`config.mk`:
```
export PLATFORM = sky130hd
export DESIGN_NAME = fifo_rd_drain
export DESIGN_NICKNAME = d
export VERILOG_FILES = /design/src/rtl/fifo_rd_pkg.sv /design/src/rtl/fifo_skid_buf.sv /design/src/rtl/fifo_rd_drain.sv
export SDC_FILE = /design/constraint.sdc
export NUM_CORES = 1
export LEC_CHECK = 0
export ABC_AREA = 1
export CORE_MARGIN = 3
export CORE_UTILIZATION = 40
export DETAILED_ROUTE_END_ITERATION = 16
export SLEW_MARGIN = 40
export SYNTH_ARGS = -nofsm -noshare
export SYNTH_HDL_FRONTEND = slang
export SYNTH_SLANG_ARGS = --single-unit
export TNS_END_PERCENT = 1
```
`constraint.sdc`:
```
create_clock -name rd_clk -period 5.29 [get_ports rd_clk]
set_input_delay 1.058 -clock rd_clk [delete_from_list [all_inputs] [get_ports rd_clk]]
set_output_delay 1.058 -clock rd_clk [all_outputs]
set_load 0.005 [all_outputs]
```
`src/rtl/fifo_rd_pkg.sv`:
```
// Shared types and constants for the async-FIFO read-side drain logic.
package fifo_rd_pkg;

  typedef enum logic [1:0] {
    IDLE,
    READ,
    FLUSH,
    DONE
  } rd_state_e;

  localparam int SKID_DEPTH = 2;
  localparam int OCC_WIDTH  = $clog2(SKID_DEPTH + 1);

endpackage

```
`src/rtl/fifo_skid_buf.sv`:
```
// Two-entry register FIFO that absorbs the FIFO's one-cycle read latency.
// Entry 0 is the head, so out_data is a plain register.
module fifo_skid_buf
  import fifo_rd_pkg::*;
#(
  parameter int DATA_WIDTH = 16
) (
  input  logic                  rd_clk,
  input  logic                  rst_n,
  input  logic                  push,
  input  logic                  pop,
  input  logic [DATA_WIDTH-1:0] din,
  output logic [OCC_WIDTH-1:0]  occ,
  output logic [DATA_WIDTH-1:0] head
);

  logic [DATA_WIDTH-1:0] tail;

  // NOTE: both entries are reset because the head drives out_data, which must read 0 after reset.
  always_ff @(posedge rd_clk or negedge rst_n) begin
    if (!rst_n) begin
      occ  <= '0;
      head <= '0;
      tail <= '0;
    end else begin
      case ({push, pop})
        2'b10: begin
          if (occ == '0) head <= din;
          else           tail <= din;
          occ <= occ + 1'b1;
        end
        2'b01: begin
          head <= tail;
          occ  <= occ - 1'b1;
        end
        2'b11: begin
          // Occupancy unchanged; the incoming word lands behind whatever remains.
          if (occ == OCC_WIDTH'(1)) begin
            head <= din;
          end else begin
            head <= tail;
            tail <= din;
          end
        end
        default: ;
      endcase
    end
  end

endmodule

```
`src/rtl/fifo_rd_drain.sv`:
```
// Read-domain burst consumer: drains len words from the FIFO read port onto
// a valid/ready stream at one word per cycle, through a 2-entry skid buffer.
module fifo_rd_drain
  import fifo_rd_pkg::*;
#(
  parameter int DATA_WIDTH = 16,
  parameter int LEN_WIDTH  = 16
) (
  input  logic                  rd_clk,
  input  logic                  rst_n,
  input  logic                  start,
  input  logic [LEN_WIDTH-1:0]  len,
  input  logic                  empty,
  input  logic                  underflow,
  input  logic [DATA_WIDTH-1:0] rdata,
  output logic                  rd_en,
  output logic                  out_valid,
  output logic [DATA_WIDTH-1:0] out_data,
  input  logic                  out_ready,
  output logic                  busy,
  output logic                  done,
  output logic                  err,
  output logic [LEN_WIDTH-1:0]  rd_count
);

  rd_state_e             state, state_nxt;
  logic [LEN_WIDTH-1:0]  remaining;
  logic [OCC_WIDTH-1:0]  occ;
  logic                  inflight;
  logic                  pop;
  logic                  push;
  logic                  drop;
  logic                  accept;
  logic [2:0]            slots;

  assign accept    = (state == IDLE) && start;
  assign pop       = out_valid && out_ready;
  assign drop      = (state == READ) && underflow;
  assign push      = inflight && !drop;
  assign out_valid = (occ != '0);
  assign busy      = (state != IDLE);
  assign done      = (state == DONE);

  // Buffer occupancy once this cycle's in-flight word lands and any pop retires.
  assign slots = 3'(occ) + 3'(inflight) - 3'(pop);

  fifo_skid_buf #(
    .DATA_WIDTH (DATA_WIDTH)
  ) u_skid (
    .rd_clk (rd_clk),
    .rst_n  (rst_n),
    .push   (push),
    .pop    (pop),
    .din    (rdata),
    .occ    (occ),
    .head   (out_data)
  );

  // NOTE: every output of this block gets a default first, so no path infers a latch.
  always_comb begin
    state_nxt = state;
    rd_en     = 1'b0;
    case (state)
      IDLE: begin
        if (start) state_nxt = (len == '0) ? DONE : READ;
      end
      READ: begin
        if (underflow) begin
          state_nxt = FLUSH;
        end else begin
          rd_en = !empty && (remaining != '0) && (slots < 3'(SKID_DEPTH));
          if ((remaining == '0) || (rd_en && (remaining == LEN_WIDTH'(1))))
            state_nxt = FLUSH;
        end
      end
      FLUSH: begin
        if (!inflight && (slots == '0)) state_nxt = DONE;
      end
      DONE: state_nxt = IDLE;
      default: state_nxt = IDLE;
    endcase
  end

  // NOTE: sequential state uses non-blocking assignments so every flop samples pre-edge values.
  always_ff @(posedge rd_clk or negedge rst_n) begin
    if (!rst_n) begin
      state    <= IDLE;
      inflight <= 1'b0;
      remaining <= '0;
      rd_count <= '0;
      err      <= 1'b0;
    end else begin
      state    <= state_nxt;
      inflight <= rd_en;

      if (accept)     remaining <= len;
      else if (drop)  remaining <= '0;
      else if (rd_en) remaining <= remaining - LEN_WIDTH'(1);

      if (accept)   rd_count <= '0;
      else if (pop) rd_count <= rd_count + LEN_WIDTH'(1);

      if (accept)    err <= 1'b0;
      else if (drop) err <= 1'b1;
    end
  end

endmodule
```
==> key figures <==
Hold path
  • WHS Path Cells: 2
  • Hold EP: u_skid.tail[3]$_DFFE_PN0P_
  • Type of the most critical hold path: flop to flop
  • Hold Crit Start: u_skid.tail[3]$_DFFE_PN0P_

Placement
  • Cell count after placement: 766
  • DP Area: 5090 sq um
  • Final HPWL DP: 7400 microns
  • Port buffer count: 74
  • GP Congestion: 0.875

Timing
  • Max Slew Vio Count: 0
  • Clock skew: 0.0109 ns
  • Hold slack: 0.491 ns
  • Max Fclk: 211 MHz
  • Final setup viols: 0
  • RSZ-0062 raised after global routing: no
  • Fin. Hold Viols: 0
  • Slew headroom: 0.527
  • Minimum clock period: 4.74 ns
  • Period utilisation layout: 0.896
  • Worst-Margin Slew: 0.709 ns
  • TNS Setup: 0 ns

Power
  • Leakage Power: 2.52 nW
  • VDD IR max: 0.000280 V
  • PD cells: 491 nW/um^2

Clocking
  • Max Root-Sink Buffers: 2
  • # hold bufs at CTS: 0
  • H-tree depth: 3
  • Root Buffer: clkbuf_8
  • Setup Buffers After CTS: 0
  • Cts bufs inserted: 9
  • # resized after CTS: 0
  • CTS Sinks: 70
  • CTS tree: yes
  • Clk slew on worst S/H paths: 0.09 ns
  • Clk_lat worst skew: 0.35 ns

Worst setup path
  • Delay of the slowest critical-path stage: 0.53 ns
  • Crit Path Class: input port to output port
  • Most used cell, CP: inv_1
  • CP max-delay cell: clkdlybuf4s50_1
  • Required @ worst endpoint: 4.23 ns
  • RR Endpoint: remaining[9]$_DFFE_PN0P_
  • Worst path top cell family by delay: buffers and inverters
  • CP Cell Sequence: clkdlybuf4s50_1, nand2_1, inv_1, ha_1, inv_1, ha_1, inv_1, fa_1, nand3_1, nor2_2, nand3b_4, inv_1, clkdlybuf4s50_1
  • Crit start category: input port
  • Reg-to-Reg Start: u_skid.occ[1]$_DFFE_PN0P_
  • CP Buf/Inv Count: 6
  • Worst R2R Setup Slack: 2.36 ns
  • Reg2reg path depth: 17
  • CP endpoint kind: output port
  • Max FO, Critical Path: 5
  • WP depth: 13
  • Critical Path AT: 3.68 ns

Layout
  • Layout cells sized above 1: 0.112
  • Antenna cells: 0
  • Layout area overhead: 24.3%
  • Layout Cells excl Fill: 782
  • Fin area: 5270 sq um
  • Layout net count: 699

Logic synthesis
  • Net count after synthesis: 626
  • Post-synthesis cell type count: 31
  • Avg Inst Size Synth: 7.42 sq um
  • Largest cells by area after synthesis: dfrtp_1, nand2_1, inv_1
  • Register area share after synthesis: 0.413
  • Synthesized instance count: 571
  • Number of synthesized register bits: 70
  • Area leader, netlist: dfrtp_1
  • Ys Warns: 0
  • Synth top area share: 0.413
  • Post-Syn Area: 4240 sq um

Global routing
  • Largest net degree at the start of global routing: 41
  • First-pass GRT wire length: 17,400 microns
  • Grt ovf: 0
  • Total GRT Usage: 0.184
  • Antenna violations before repair: 0
  • Vias in the first global route: 3,662

Floorplan
  • Die Y: 109 microns
  • I/O pins: 75
  • Core Rows: 36
  • Die width: 109 microns
  • Initial Util: 0.422
  • Die Area: 11,900 sq um
  • Core ar.: 10,000 sq um

Drt
  • DRC Markers: 0
  • WL final: 10,200 microns
  • Via/cell ratio: 4.90
  • Starting DRT DRC Count: 205
  • Detail Route Antenna Nets: 0
  • Routed vias: 3,829
  • Initial DRT Pass Iterations: 4
  • Drt wl/cell: 13.0 microns

Run
  • Maxcap violations: 0

Run status
  • Status: complete, no violations
## flip-flops by register name (all words and copies together), names as in the netlist
name and count:
rd_count 16, u_skid.occ 2, u_skid.tail 16, inflight 1, state 2, u_skid.head 16, remaining 16, err 1
## cell usage in the layout, fill, tap and decap left out, types with 2 or more instances in the layout
cell	netlist	final
a21oi_1	12	11
a31oi_1	17	17
buf_4	0	5
clkbuf_8	0	10
clkdlybuf4s50_1	0	73
clkinv_2	0	2
dfrtp_1	70	70
ha_1	16	16
inv_1	74	74
inv_2	3	3
inv_6	0	2
nand2_1	141	141
nand2_2	9	9
nand3_1	51	51
nand4_1	8	8
nor2_1	62	62
nor2_2	7	7
nor2_4	4	4
nor3_1	10	10
o21ai_0	29	29
o21ai_1	4	4
o21ai_2	5	5
o22ai_1	4	4
or2_2	17	17
xnor2_1	3	3
## tightest hold or removal path, cell delays in order (launching register included)
cell,delay [ns]
dfrtp_1,0.35
nand2_1,0.05
o21ai_0,0.06
## per-stage QoR
stage,util,power (mW),worst slack (ns)
2_1_floorplan,-,1.77,1.32
3_3_place_gp,0.506,2.16,0.574
3_5_place_dp,0.506,2.20,0.540
4_1_cts,0.524,2.61,0.519
5_1_grt,0.524,2.84,0.392
6_report,0.524,2.58,0.551
## per-layer routing
| metal | vias to the layer above | global-route usage | share of wire |
|---|---|---|---|
| li1 | 1972 | - | - |
| met5 | - | 0 | 0 |
| met2 | 76 | 0.293 | 0.46 |
| met1 | 1774 | 0.258 | 0.48 |
| met3 | 7 | 0.0367 | 0.048 |
| met4 | 0 | 0.0424 | 0.0074 |
## where the power goes
part | switching, mW | internal (mW) | total (mW)
Sequential | 0.159 | 0.740 | 0.898
Combinational | 0.731 | 0.544 | 1.27
Clock | 0.227 | 0.186 | 0.412
Total | 1.12 | 1.47 | 2.58
## synthesized netlist by cell type
cell type / n
buf_6: 3
fa_1: 1
a31oi_1: 17
buf_2: 6
nor2_2: 7
o22ai_1: 4
inv_1: 74
a21oi_1: 12
o21bai_2: 1
nand3b_4: 1
ha_1: 16
nand3_1: 51
xnor2_1: 3
nor2_1: 62
o211ai_1: 1
dfrtp_1: 70
clkbuf_1: 8
nor2_4: 4
nor3_1: 10
nor3_4: 1
o21ai_2: 5
o21ai_0: 29
o21bai_1: 1
or2_2: 17
inv_2: 3
nand2_2: 9
nor3b_2: 1
o21ai_1: 4
nand2_1: 141
nand4_1: 8
nand2_4: 1
## area by class of cell
cell class,count,area (sq um)
clock buffer,10,138
clock inverter,6,43.8
fill,996,4780
inverter,77,289
multi-input combinational,407,2110
sequential,70,1750
tap,133,166
timing repair buffer,79,773
## how the worst max path moves through the flow
stage,startpoint,endpoint
6_report,out_ready,rd_en
5_1_grt,out_ready,rd_en
4_1_cts,out_ready,rd_en
3_5_place_dp,out_ready,rd_en
3_3_place_gp,out_ready,rd_en
2_1_floorplan,out_ready,rd_en
## cell families after synthesis
family / count (synthesis) / share of synthesized area
AND/OR/NAND/NOR: 313 / 0.337
buffers and inverters: 94 / 0.0904
AO/OA/AOI/OAI: 74 / 0.101
flip-flops: 70 / 0.413
adder cells (fa/ha/maj): 17 / 0.0520
XOR/XNOR: 3 / 0.00620
(Power assumes the default switching activity.)
